`src/rtl/lcd_pkg.sv`:
```
// rtl/lcd_pkg.sv - command codes, FSM states and view modes for the LCD window controller
package lcd_pkg;

   localparam logic [3:0] CMD_REFLASH  = 4'd0;
   localparam logic [3:0] CMD_LOAD     = 4'd1;
   localparam logic [3:0] CMD_ZOOM_IN  = 4'd2;
   localparam logic [3:0] CMD_ZOOM_OUT = 4'd3;
   localparam logic [3:0] CMD_RIGHT    = 4'd4;
   localparam logic [3:0] CMD_LEFT     = 4'd5;
   localparam logic [3:0] CMD_UP       = 4'd6;
   localparam logic [3:0] CMD_DOWN     = 4'd7;
   localparam logic [3:0] CMD_MIRROR_H = 4'd8;
   localparam logic [3:0] CMD_MIRROR_V = 4'd9;

   typedef enum logic [1:0] {
      ST_IDLE,
      ST_LOAD,
      ST_OUT
   } state_t;

   typedef enum logic {
      MODE_FIT,
      MODE_ZOOM
   } mode_t;

endpackage

```
`src/rtl/lcd_addr_gen.sv`:
```
// rtl/lcd_addr_gen.sv - maps a window beat index to a linear frame address
module lcd_addr_gen
   import lcd_pkg::*;
#(
   parameter int IMG_W = 8,
   parameter int IMG_H = 8,
   parameter int WIN   = 4,
   localparam int KW   = 2 * $clog2(WIN),
   localparam int XW   = $clog2(IMG_W),
   localparam int YW   = $clog2(IMG_H),
   localparam int CW   = XW + YW
) (
   input  logic [KW-1:0] k,
   input  mode_t         mode,
   input  logic [XW-1:0] origin_x,
   input  logic [YW-1:0] origin_y,
   input  logic          mirror_h,
   input  logic          mirror_v,
   output logic [CW-1:0] addr
);

   localparam int WW    = KW / 2;
   localparam int XSTEP = IMG_W / WIN;
   localparam int YSTEP = IMG_H / WIN;

   logic [WW-1:0] r, c, rr, cc;
   logic [YW-1:0] row;
   logic [XW-1:0] col;

   // Split beat index into window row/col, apply mirroring, then scale (FIT) or offset (ZOOM).
   // Image dimensions are powers of two, so the linear address is just {row, col}.
   always_comb begin
      r  = k[KW-1:WW];
      c  = k[WW-1:0];
      rr = mirror_v ? (WW'(WIN - 1) - r) : r;
      cc = mirror_h ? (WW'(WIN - 1) - c) : c;
      if (mode == MODE_ZOOM) begin
         row = origin_y + YW'(rr);
         col = origin_x + XW'(cc);
      end else begin
         row = YW'(int'(rr) * YSTEP);
         col = XW'(int'(cc) * XSTEP);
      end
      addr = {row, col};
   end

endmodule

```
`src/rtl/lcd_win_ctrl.sv`:
```
// rtl/lcd_win_ctrl.sv - frame loader and windowed raster streamer for an LCD driver
module lcd_win_ctrl
   import lcd_pkg::*;
#(
   parameter int DW    = 8,
   parameter int IMG_W = 8,
   parameter int IMG_H = 8,
   parameter int WIN   = 4
) (
   input  logic          clk,
   input  logic          reset,
   input  logic [3:0]    cmd,
   input  logic          cmd_valid,
   input  logic [DW-1:0] datain,
   input  logic          datain_valid,
   output logic [DW-1:0] dataout,
   output logic          output_valid,
   input  logic          output_ready,
   output logic          busy
);

   localparam int NPIX  = IMG_W * IMG_H;
   localparam int CW    = $clog2(NPIX);
   localparam int XW    = $clog2(IMG_W);
   localparam int YW    = $clog2(IMG_H);
   localparam int KW    = 2 * $clog2(WIN);
   localparam int NBEAT = WIN * WIN;
   localparam int XMAX  = IMG_W - WIN;
   localparam int YMAX  = IMG_H - WIN;

   state_t        state;
   mode_t         mode;
   logic [CW-1:0] counter;
   logic [XW-1:0] origin_x;
   logic [YW-1:0] origin_y;
   logic          mirror_h;
   logic          mirror_v;
   logic [CW-1:0] rd_addr;

   logic [DW-1:0] mem [NPIX];

   lcd_addr_gen #(
      .IMG_W (IMG_W),
      .IMG_H (IMG_H),
      .WIN   (WIN)
   ) u_addr_gen (
      .k        (counter[KW-1:0]),
      .mode     (mode),
      .origin_x (origin_x),
      .origin_y (origin_y),
      .mirror_h (mirror_h),
      .mirror_v (mirror_v),
      .addr     (rd_addr)
   );

   // Frame storage is deliberately unreset; a reset mid-load leaves written pixels in place.
   always_ff @(posedge clk) begin
      if (state == ST_LOAD && datain_valid)
         mem[counter] <= datain;
   end

   // Control FSM: command decode in IDLE, pixel counting in LOAD, beat counting in OUT.
   always_ff @(posedge clk or posedge reset) begin
      if (reset) begin
         state    <= ST_IDLE;
         mode     <= MODE_FIT;
         counter  <= '0;
         origin_x <= '0;
         origin_y <= '0;
         mirror_h <= 1'b0;
         mirror_v <= 1'b0;
      end else begin
         case (state)
            ST_IDLE: begin
               counter <= '0;
               if (cmd_valid) begin
                  state <= (cmd == CMD_LOAD) ? ST_LOAD : ST_OUT;
                  case (cmd)
                     CMD_ZOOM_IN: begin
                        mode     <= MODE_ZOOM;
                        origin_x <= XW'(XMAX / 2);
                        origin_y <= YW'(YMAX / 2);
                     end
                     CMD_ZOOM_OUT: mode <= MODE_FIT;
                     CMD_RIGHT: if (mode == MODE_ZOOM && origin_x != XW'(XMAX)) origin_x <= origin_x + 1'b1;
                     CMD_LEFT:  if (mode == MODE_ZOOM && origin_x != '0)        origin_x <= origin_x - 1'b1;
                     CMD_UP:    if (mode == MODE_ZOOM && origin_y != '0)        origin_y <= origin_y - 1'b1;
                     CMD_DOWN:  if (mode == MODE_ZOOM && origin_y != YW'(YMAX)) origin_y <= origin_y + 1'b1;
                     CMD_MIRROR_H: mirror_h <= ~mirror_h;
                     CMD_MIRROR_V: mirror_v <= ~mirror_v;
                     default: ;
                  endcase
               end
            end
            ST_LOAD: begin
               if (datain_valid) begin
                  if (counter == CW'(NPIX - 1)) begin
                     counter  <= '0;
                     state    <= ST_OUT;
                     mode     <= MODE_FIT;
                     origin_x <= '0;
                     origin_y <= '0;
                     mirror_h <= 1'b0;
                     mirror_v <= 1'b0;
                  end else begin
                     counter <= counter + 1'b1;
                  end
               end
            end
            ST_OUT: begin
               if (output_ready) begin
                  if (counter == CW'(NBEAT - 1)) begin
                     counter <= '0;
                     state   <= ST_IDLE;
                  end else begin
                     counter <= counter + 1'b1;
                  end
               end
            end
            default: state <= ST_IDLE;
         endcase
      end
   end

   assign busy         = (state != ST_IDLE);
   assign output_valid = (state == ST_OUT);
   assign dataout      = output_valid ? mem[rd_addr] : '0;

endmodule

```
`config.mk`:
```
export PLATFORM = sky130hd
export DESIGN_NAME = lcd_win_ctrl
export DESIGN_NICKNAME = d
export VERILOG_FILES = /design/src/rtl/lcd_pkg.sv /design/src/rtl/lcd_addr_gen.sv /design/src/rtl/lcd_win_ctrl.sv
export SDC_FILE = /design/constraint.sdc
export NUM_CORES = 1
export LEC_CHECK = 0
export ABC_AREA = 1
export CORE_MARGIN = 10
export CORE_UTILIZATION = 54
export CTS_BUF_LIST = sky130_fd_sc_hd__clkbuf_16
export CTS_CLUSTER_DIAMETER = 50
export DETAILED_ROUTE_END_ITERATION = 7
export GPL_ROUTABILITY_DRIVEN = 0
export HOLD_SLACK_MARGIN = 0.15
export PLACE_DENSITY = 0.82
export SYNTH_ARGS = -nofsm -noshare
export SYNTH_HDL_FRONTEND = slang
export SYNTH_HIERARCHICAL = 1
export SYNTH_SLANG_ARGS = --single-unit
```
`constraint.sdc`:
```
create_clock -name clk -period 4 [get_ports clk]
set_clock_uncertainty 0.15 [all_clocks]
set_input_delay 0.8 -clock clk [delete_from_list [all_inputs] [get_ports clk]]
set_output_delay 0.8 -clock clk [all_outputs]
set_load 0.02 [all_outputs]
```
Word-level counts from Yosys, hierarchy flattened
Memory sizes are Yosys's and may differ from the RTL's.
Cells that the tools add are included.
{ "classes": {"n_reduce_logical": 18, "n_addsub": 9, "n_bitwise": 2, "eq_ne": 29, "mux": 42} }
{ "op_table": {"columns": ["cell", "n"], "rows": [
  ["two-way mux 3 bit", 10],
  ["two-way mux 6 bit", 4],
  ["AND reduction 5 bit", 4],
  ["inequality test 3 bit (second input constant)", 6],
  ["one-hot mux 3 bit (3 select lines)", 2],
  ["one-hot mux 6 bit (3 select lines)", 1],
  ["== test 4 x 3 -> 1 bit (second input constant)", 4],
  ["two-way mux 2 bit", 8],
  ["AND reduction 7 bit", 2],
  ["one-hot mux 3 bit (2 select lines)", 2],
  ["inequality test 2 x 1 -> 1 bit (second input constant)", 5],
  ["two-way mux 1 bit", 9],
  ["nonzero test 3 bit", 3],
  ["== test 4 x 2 -> 1 bit (second input constant)", 2],
  ["== test 4 bit (second input constant)", 2],
  ["two-way mux 8 bit", 1],
  ["inequality test 4 x 1 -> 1 bit (second input constant)", 2],
  ["one-hot mux 1 bit (2 select lines)", 4],
  ["adder 3 x 1 -> 3 bit (second input constant)", 2],
  ["adder 3 x 2 -> 3 bit", 2],
  ["adder 6 x 1 -> 6 bit (second input constant)", 1],
  ["== test 6 x 4 -> 1 bit (second input constant)", 1],
  ["== test 6 bit (second input constant)", 1],
  ["one-hot mux 2 bit (3 select lines)", 1],
  ["12 further kinds", 21]
]} }
{ "word_totals": {"elab_cells": 108, "out_inout_bits": 10, "mem_count": 1, "ff_bits": 17, "mem_bits_rw": 512, "input_bits": 17} }
{ "memory_table": {"columns": ["memory", "depth", "width", "read_ports", "rd_clocked_by_memory_dff", "write_ports", "line", "text"], "rows": [
  ["mem", 64, 8, 1, 0, 1, "lcd_win_ctrl.sv:40", "logic [DW-1:0] mem [NPIX];"]
]} }

Depth between registers and ports, before layout
{ "depth": {"word_depth": 6, "ltp_mapped": 18} }

Modules after synthesis
The synthesis kept the hierarchy.
{ "by_module_without_submodules": {"columns": ["mod", "area_each_um2", "n_inst", "cells_per_inst"], "rows": [
  ["lcd_win_ctrl", 22273.9, 1, 1969],
  ["lcd_addr_gen", 244.0, 1, 47]
]} }

Worst setup path before layout
OpenSTA, ideal clock, no wires.
{ "synth_path": {"path_type": "reg2out", "start": "register counter[0]", "end": "output port dataout[4]", "path_slack_ps": 444, "n_path_buf": 2, "required_ps": 3050, "stages_incl_launch_ff": 18, "arrival_time_ps": 2606, "path_cell_list": "dfrtp_1 inv_1 nand2_1 and2_1 ha_1 fa_1 nand2_1 nand2_1 inv_1 buf_2 clkbuf_1 nand3_1 nand3_1 nand2_1 nand2_1 nand3_1 nand3_1 a21oi_1"} }
{ "synth_via": {"elab_chain_len": 6} }
{ "synth_rtl": {"columns": ["item", "line", "text"], "rows": [
  ["start, declared", "lcd_win_ctrl.sv:33", "logic [CW-1:0] counter;"],
  ["start signal, assigned", "lcd_win_ctrl.sv:106", "counter <= counter + 1'b1;"],
  ["start signal, assigned", "lcd_win_ctrl.sv:116", "counter <= counter + 1'b1;"],
  ["subtractor 2 bit", "lcd_addr_gen.sv:36", "cc = mirror_h ? (WW'(WIN - 1) - c) : c;"],
  ["two-way mux 2 bit *", "lcd_addr_gen.sv:36", null],
  ["adder 3 x 2 -> 3 bit", "lcd_addr_gen.sv:39", "col = origin_x + XW'(cc);"],
  ["two-way mux 3 bit *", "lcd_addr_gen.sv:37", "if (mode == MODE_ZOOM) begin"],
  ["net rd_addr[1]", "lcd_win_ctrl.sv:38", "logic [CW-1:0] rd_addr;"],
  ["memory read (64 x 8 bit) *", null, null],
  ["two-way mux 8 bit *", "lcd_win_ctrl.sv:127", "assign dataout = output_valid ? mem[rd_addr] : '0;"],
  ["end, declared", "lcd_win_ctrl.sv:16", "output logic [DW-1:0] dataout,"]
]} }
Mark *: on every way through the listed nets, which the timed path passes. The rest lies on a longest branch.

Worst setup path in the final report
{ "layout_path": {"start": "register mirror_h", "end": "output port dataout[0]"} }
{ "layout_via": {"elab_chain_len": 5} }
{ "layout_rtl": {"columns": ["item", "line", "text"], "rows": [
  ["start, declared", "lcd_win_ctrl.sv:36", "logic mirror_h;"],
  ["start signal, assigned", "lcd_win_ctrl.sv:89", "CMD_MIRROR_H: mirror_h <= ~mirror_h;"],
  ["two-way mux 2 bit *", "lcd_addr_gen.sv:36", null],
  ["adder 3 x 2 -> 3 bit", "lcd_addr_gen.sv:39", null],
  ["two-way mux 3 bit *", "lcd_addr_gen.sv:37", null],
  ["net rd_addr[1]", "lcd_win_ctrl.sv:38", null],
  ["memory read (64 x 8 bit) *", null, null],
  ["two-way mux 8 bit *", "lcd_win_ctrl.sv:127", null]
]} }
Marks and branches as above.

==> results_tabular.tex <==
\begin{tabular}{lr}
\hline
Metric & Value \\
\hline
\multicolumn{2}{l}{\textbf{Run status}} \\
Run status & finished, violations left \\
Violated checks & setup timing \\
\multicolumn{2}{l}{\textbf{Placed design}} \\
Setup Slack @ Placement & -0.4807 ns \\
Count of port buffers added during placement & 26 \\
Detailed Place HPWL & 35250 um \\
\multicolumn{2}{l}{\textbf{Synth}} \\
Synth Register Bits & 529 \\
Number of distinct library cells after synthesis & 35 \\
Synthesized instance count & 2016 \\
Number of warnings printed during yosys synthesis & 6 \\
Portion of the post-synthesis area used by sequential elements & 70.17\% \\
Combined area of all synthesized cells & 22520 um2 \\
Syn avg cell area & 11.17 um2 \\
Number of nets in the synthesized netlist & 2044 \\
\multicolumn{2}{l}{\textbf{STA}} \\
Final slew viol count & 0 \\
Final total negative setup slack & -3.913 ns \\
Final-report hold violation count & 0 \\
Transition time at the pin with the least slew margin & 1.022 ns \\
Min Tclk post-route & 4.551 ns \\
Post-route setup slack & -0.5507 ns \\
Smallest hold slack & 0.3971 ns \\
Post-route clock period utilization & 113.8\% \\
Max Fclk & 0.2197 GHz \\
Unrepaired setup endpoints after global routing & true \\
Count of final setup violators & 8 \\
Rel. slew slack & 31.85\% \\
\multicolumn{2}{l}{\textbf{Worst setup path}} \\
Data arrival time of the critical path & 3.60 ns \\
Data required, critical path & 3.05 ns \\
Setup crit start kind & flip-flop \\
Critical path class & flip-flop to output port \\
Endpoint class of the critical path & output port \\
Worst path bufs/invs & 4 \\
Max stage delay cell, worst path & fa\_2 \\
CP top delay family & simple AND/OR/NAND/NOR gates \\
Max incr delay on CP & 0.55 ns \\
Critical path cell sequence & inv\_2 -> nand2\_2 -> and2\_4 -> ha\_4 -> fa\_2 -> nand2\_4 -> nand2\_8 -> buf\_6 -> buf\_12 -> nand3\_1 -> nand3\_1 -> nand2\_2 -> nand2\_1 -> nand3\_1 -> nand3\_4 -> a21oi\_4 -> buf\_6 \\
Crit path top cell by count & nand3\_1 \\
Maximum fanout count along the critical path & 18 \\
\multicolumn{2}{l}{\textbf{Global routing}} \\
Maximum number of pins on one net before global-route repair & 68 \\
First-pass GRT wire length & 93430 um \\
GR Overflow Total & 0 \\
Met2 track utilization from global routing & 38.04\% \\
M1 GR Usage & 30.11\% \\
Met3 capacity usage during global routing & 5.840\% \\
Antenna violations before repair & 0 \\
Number of global-route vias before repair & 16420 \\
Most used routing layer in global routing & met2 \\
Global router's overall resource usage & 23.92\% \\
\multicolumn{2}{l}{\textbf{Floorplanning}} \\
Starting density of the core & 54.90\% \\
I/O pin total & 27 \\
Row Count & 74 \\
X dimension of the die & 224.2 um \\
Die ar. & 50270 um2 \\
Height of the die & 224.2 um \\
Area of the core & 41020 um2 \\
\multicolumn{2}{l}{\textbf{Detailed routing}} \\
Post-detailed-route wirelength per cell & 24.71 um \\
Antenna viol nets, final & 0 \\
DR vias/cell & 6.387 \\
Post-detailed-routing wire length & 66990 um \\
DRC violations left & 0 \\
Violation count after the first detailed-route iteration & 3168 \\
DR vias & 17320 \\
Total iterations of the first detailed-routing run & 7 \\
\multicolumn{2}{l}{\textbf{Job}} \\
Number of maximum-capacitance constraint violations & 0 \\
\multicolumn{2}{l}{\textbf{Final layout}} \\
Signed area change from the synthesized netlist to the final layout & 20.44\% \\
Final layout net count & 2168 \\
Fraction of layout instances using a drive strength above 1 & 19.93\% \\
Fillers & 2620 \\
\multicolumn{2}{l}{\textbf{CTS}} \\
Total of hold buffers inserted after clock tree synthesis & 0 \\
Total CTS buffers & 51 \\
Clock insertion delay at the later pin of the skew report & 0.58 ns \\
Post-CTS clock slew at the launch and capture registers of the worst setup and hold paths & 0.06 ns \\
Buffer depth of the longest clock path & 3 \\
Clock Root Buffer & clkbuf\_16 \\
Clock tree from TritonCTS & yes \\
Number of levels the H-tree was split into & 2 \\
Clk sinks & 529 \\
\multicolumn{2}{l}{\textbf{Worst hold path}} \\
Min-delay worst type & flip-flop to flip-flop \\
\hline
\end{tabular}
-- cells in the final DEF (no fill, tap or decap), types with 2 or more instances in the layout --
| cell | instances |
|---|---|
| a21oi_1 | 8 |
| a21oi_2 | 2 |
| a21oi_4 | 7 |
| a31oi_1 | 3 |
| and2_1 | 3 |
| buf_12 | 25 |
| buf_16 | 7 |
| buf_2 | 8 |
| buf_4 | 108 |
| buf_6 | 13 |
| buf_8 | 2 |
| bufbuf_16 | 2 |
| clkbuf_16 | 61 |
| clkdlybuf4s50_1 | 10 |
| clkinv_1 | 12 |
| clkinv_2 | 8 |
| dfrtp_1 | 17 |
| edfxtp_1 | 512 |
| fa_1 | 2 |
| ha_1 | 7 |
| inv_1 | 60 |
| inv_2 | 5 |
| inv_6 | 4 |
| nand2_1 | 659 |
| nand2_2 | 35 |
| nand2_4 | 4 |
| nand3_1 | 328 |
| nand3_2 | 105 |
| nand3_4 | 22 |
| nand4_1 | 2 |
| nor2_1 | 93 |
| nor2_2 | 6 |
| o21ai_0 | 14 |
| o21ai_1 | 4 |
| xor2_1 | 4 |
-- cell families (layout without fill, tap and decap cells) --
group           after synthesis  after routing  share of synthesized area, %
simple gates               1261           1261                         23.75
flops                       529            529                         70.17
buf+inv                     168            330                         4.167
compound gates               42             42                         1.006
fa+ha+maj                    11             11                        0.7113
xor+xnor                      5              5                        0.1945
other cells                   0              1                             0
-- tightest hold or removal path: stages, from the launching register on --
cell and delay [ns]:
dfrtp_1 0.39, nand2_1 0.06, o21ai_0 0.06
-- per-stage QoR --
| stage | cells | instance area [um2] | utilization [%] |
|---|---|---|---|
| final | 2711 | 27120 | 66.12 |
| after global routing | 2710 | 27120 | 66.11 |
| after CTS | 2702 | 26290 | 64.10 |
| after detailed placement | 2595 | 23940 | 58.37 |
| after global placement | 2595 | 23940 | 58.37 |
| after floorplan | 2016 | 22520 | - |
-- layout make-up --
cell class                 instances  area (um2)  area share (%)
antenna                            1       2.502        0.009227
clock buffer                      55        1376           5.075
clock inverter                    36       171.4          0.6321
inverter                          57       247.7          0.9135
multi-input combinational       1319        6812           25.12
sequential                       529       15800           58.26
tap                              532       665.6           2.454
timing repair buffer             181        2036           7.506
timing repair inverter             1       8.758         0.03230
-- synthesized netlist by cell type --
cell	instances	area share, %
edfxtp_1	512	68
ha_1	8	0.44
dfrtp_1	17	1.9
clkbuf_1	23	0.38
buf_6	19	0.95
nand3_1	455	10
nor2_2	6	0.17
o21bai_1	1	0.033
xor2_1	4	0.16
nor2_1	93	1.6
nand2_2	1	0.028
a31oi_1	3	0.083
clkinv_1	2	0.033
fa_1	3	0.27
and2_1	4	0.11
o21ai_0	14	0.31
inv_2	5	0.083
buf_4	29	0.97
nor3_4	1	0.072
buf_2	19	0.42
o21ai_1	4	0.089
buf_1	19	0.32
nand4_1	2	0.056
nor3_1	1	0.022
inv_1	49	0.82
nand2_1	698	12
xnor2_1	1	0.039
a21oi_2	1	0.039
buf_12	1	0.089
o211ai_1	1	0.033
a21oi_1	16	0.36
o31ai_1	1	0.033
inv_6	1	0.039
o22ai_1	1	0.028
buf_8	1	0.067
-- sequential cells by signal (all words and copies together) (netlist names) --
| signal | cells |
|---|---|
| mirror_h | 1 |
| mode | 1 |
| origin_y | 3 |
| origin_x | 3 |
| mirror_v | 1 |
| counter | 6 |
| mem | 512 |
| state | 2 |
-- routing by layer --
layer	vias to the layer above	part of all wire (%)
met5	-	0
met1	8210	34
met2	1488	47
li1	7237	-
met3	381	13
met4	0	6.1
-- what timing repair did --
action                                  4_1_cts  5_1_grt
pin swaps                                    47       57
endpoints found under the setup margin        8        8
hold endpoints to repair                      0        0
gates cloned                                  6        8
gates resized for setup                     174      133
setup buffers                                11        2
-- final timing paths --
| path | from | to | slack (ns) | cells after the start |
|---|---|---|---|---|
| setup / recovery | mirror_h | dataout[0] | -0.55 | 17 |
| hold / removal | state[1] | state[1] | 0.40 | 2 |
| setup reg to reg | state[1] | mem[39][3] | 0.91 | 6 |
| hold reg to reg | state[1] | state[1] | 0.40 | 2 |
| max in group asynchronous | reset | counter[1] | 2.82 | 2 |
| min in group asynchronous | reset | origin_y[1] | 0.45 | 2 |
Power is not shown: default switching activity piles up to over one toggle a cycle in this logic, so the estimate is an artifact.
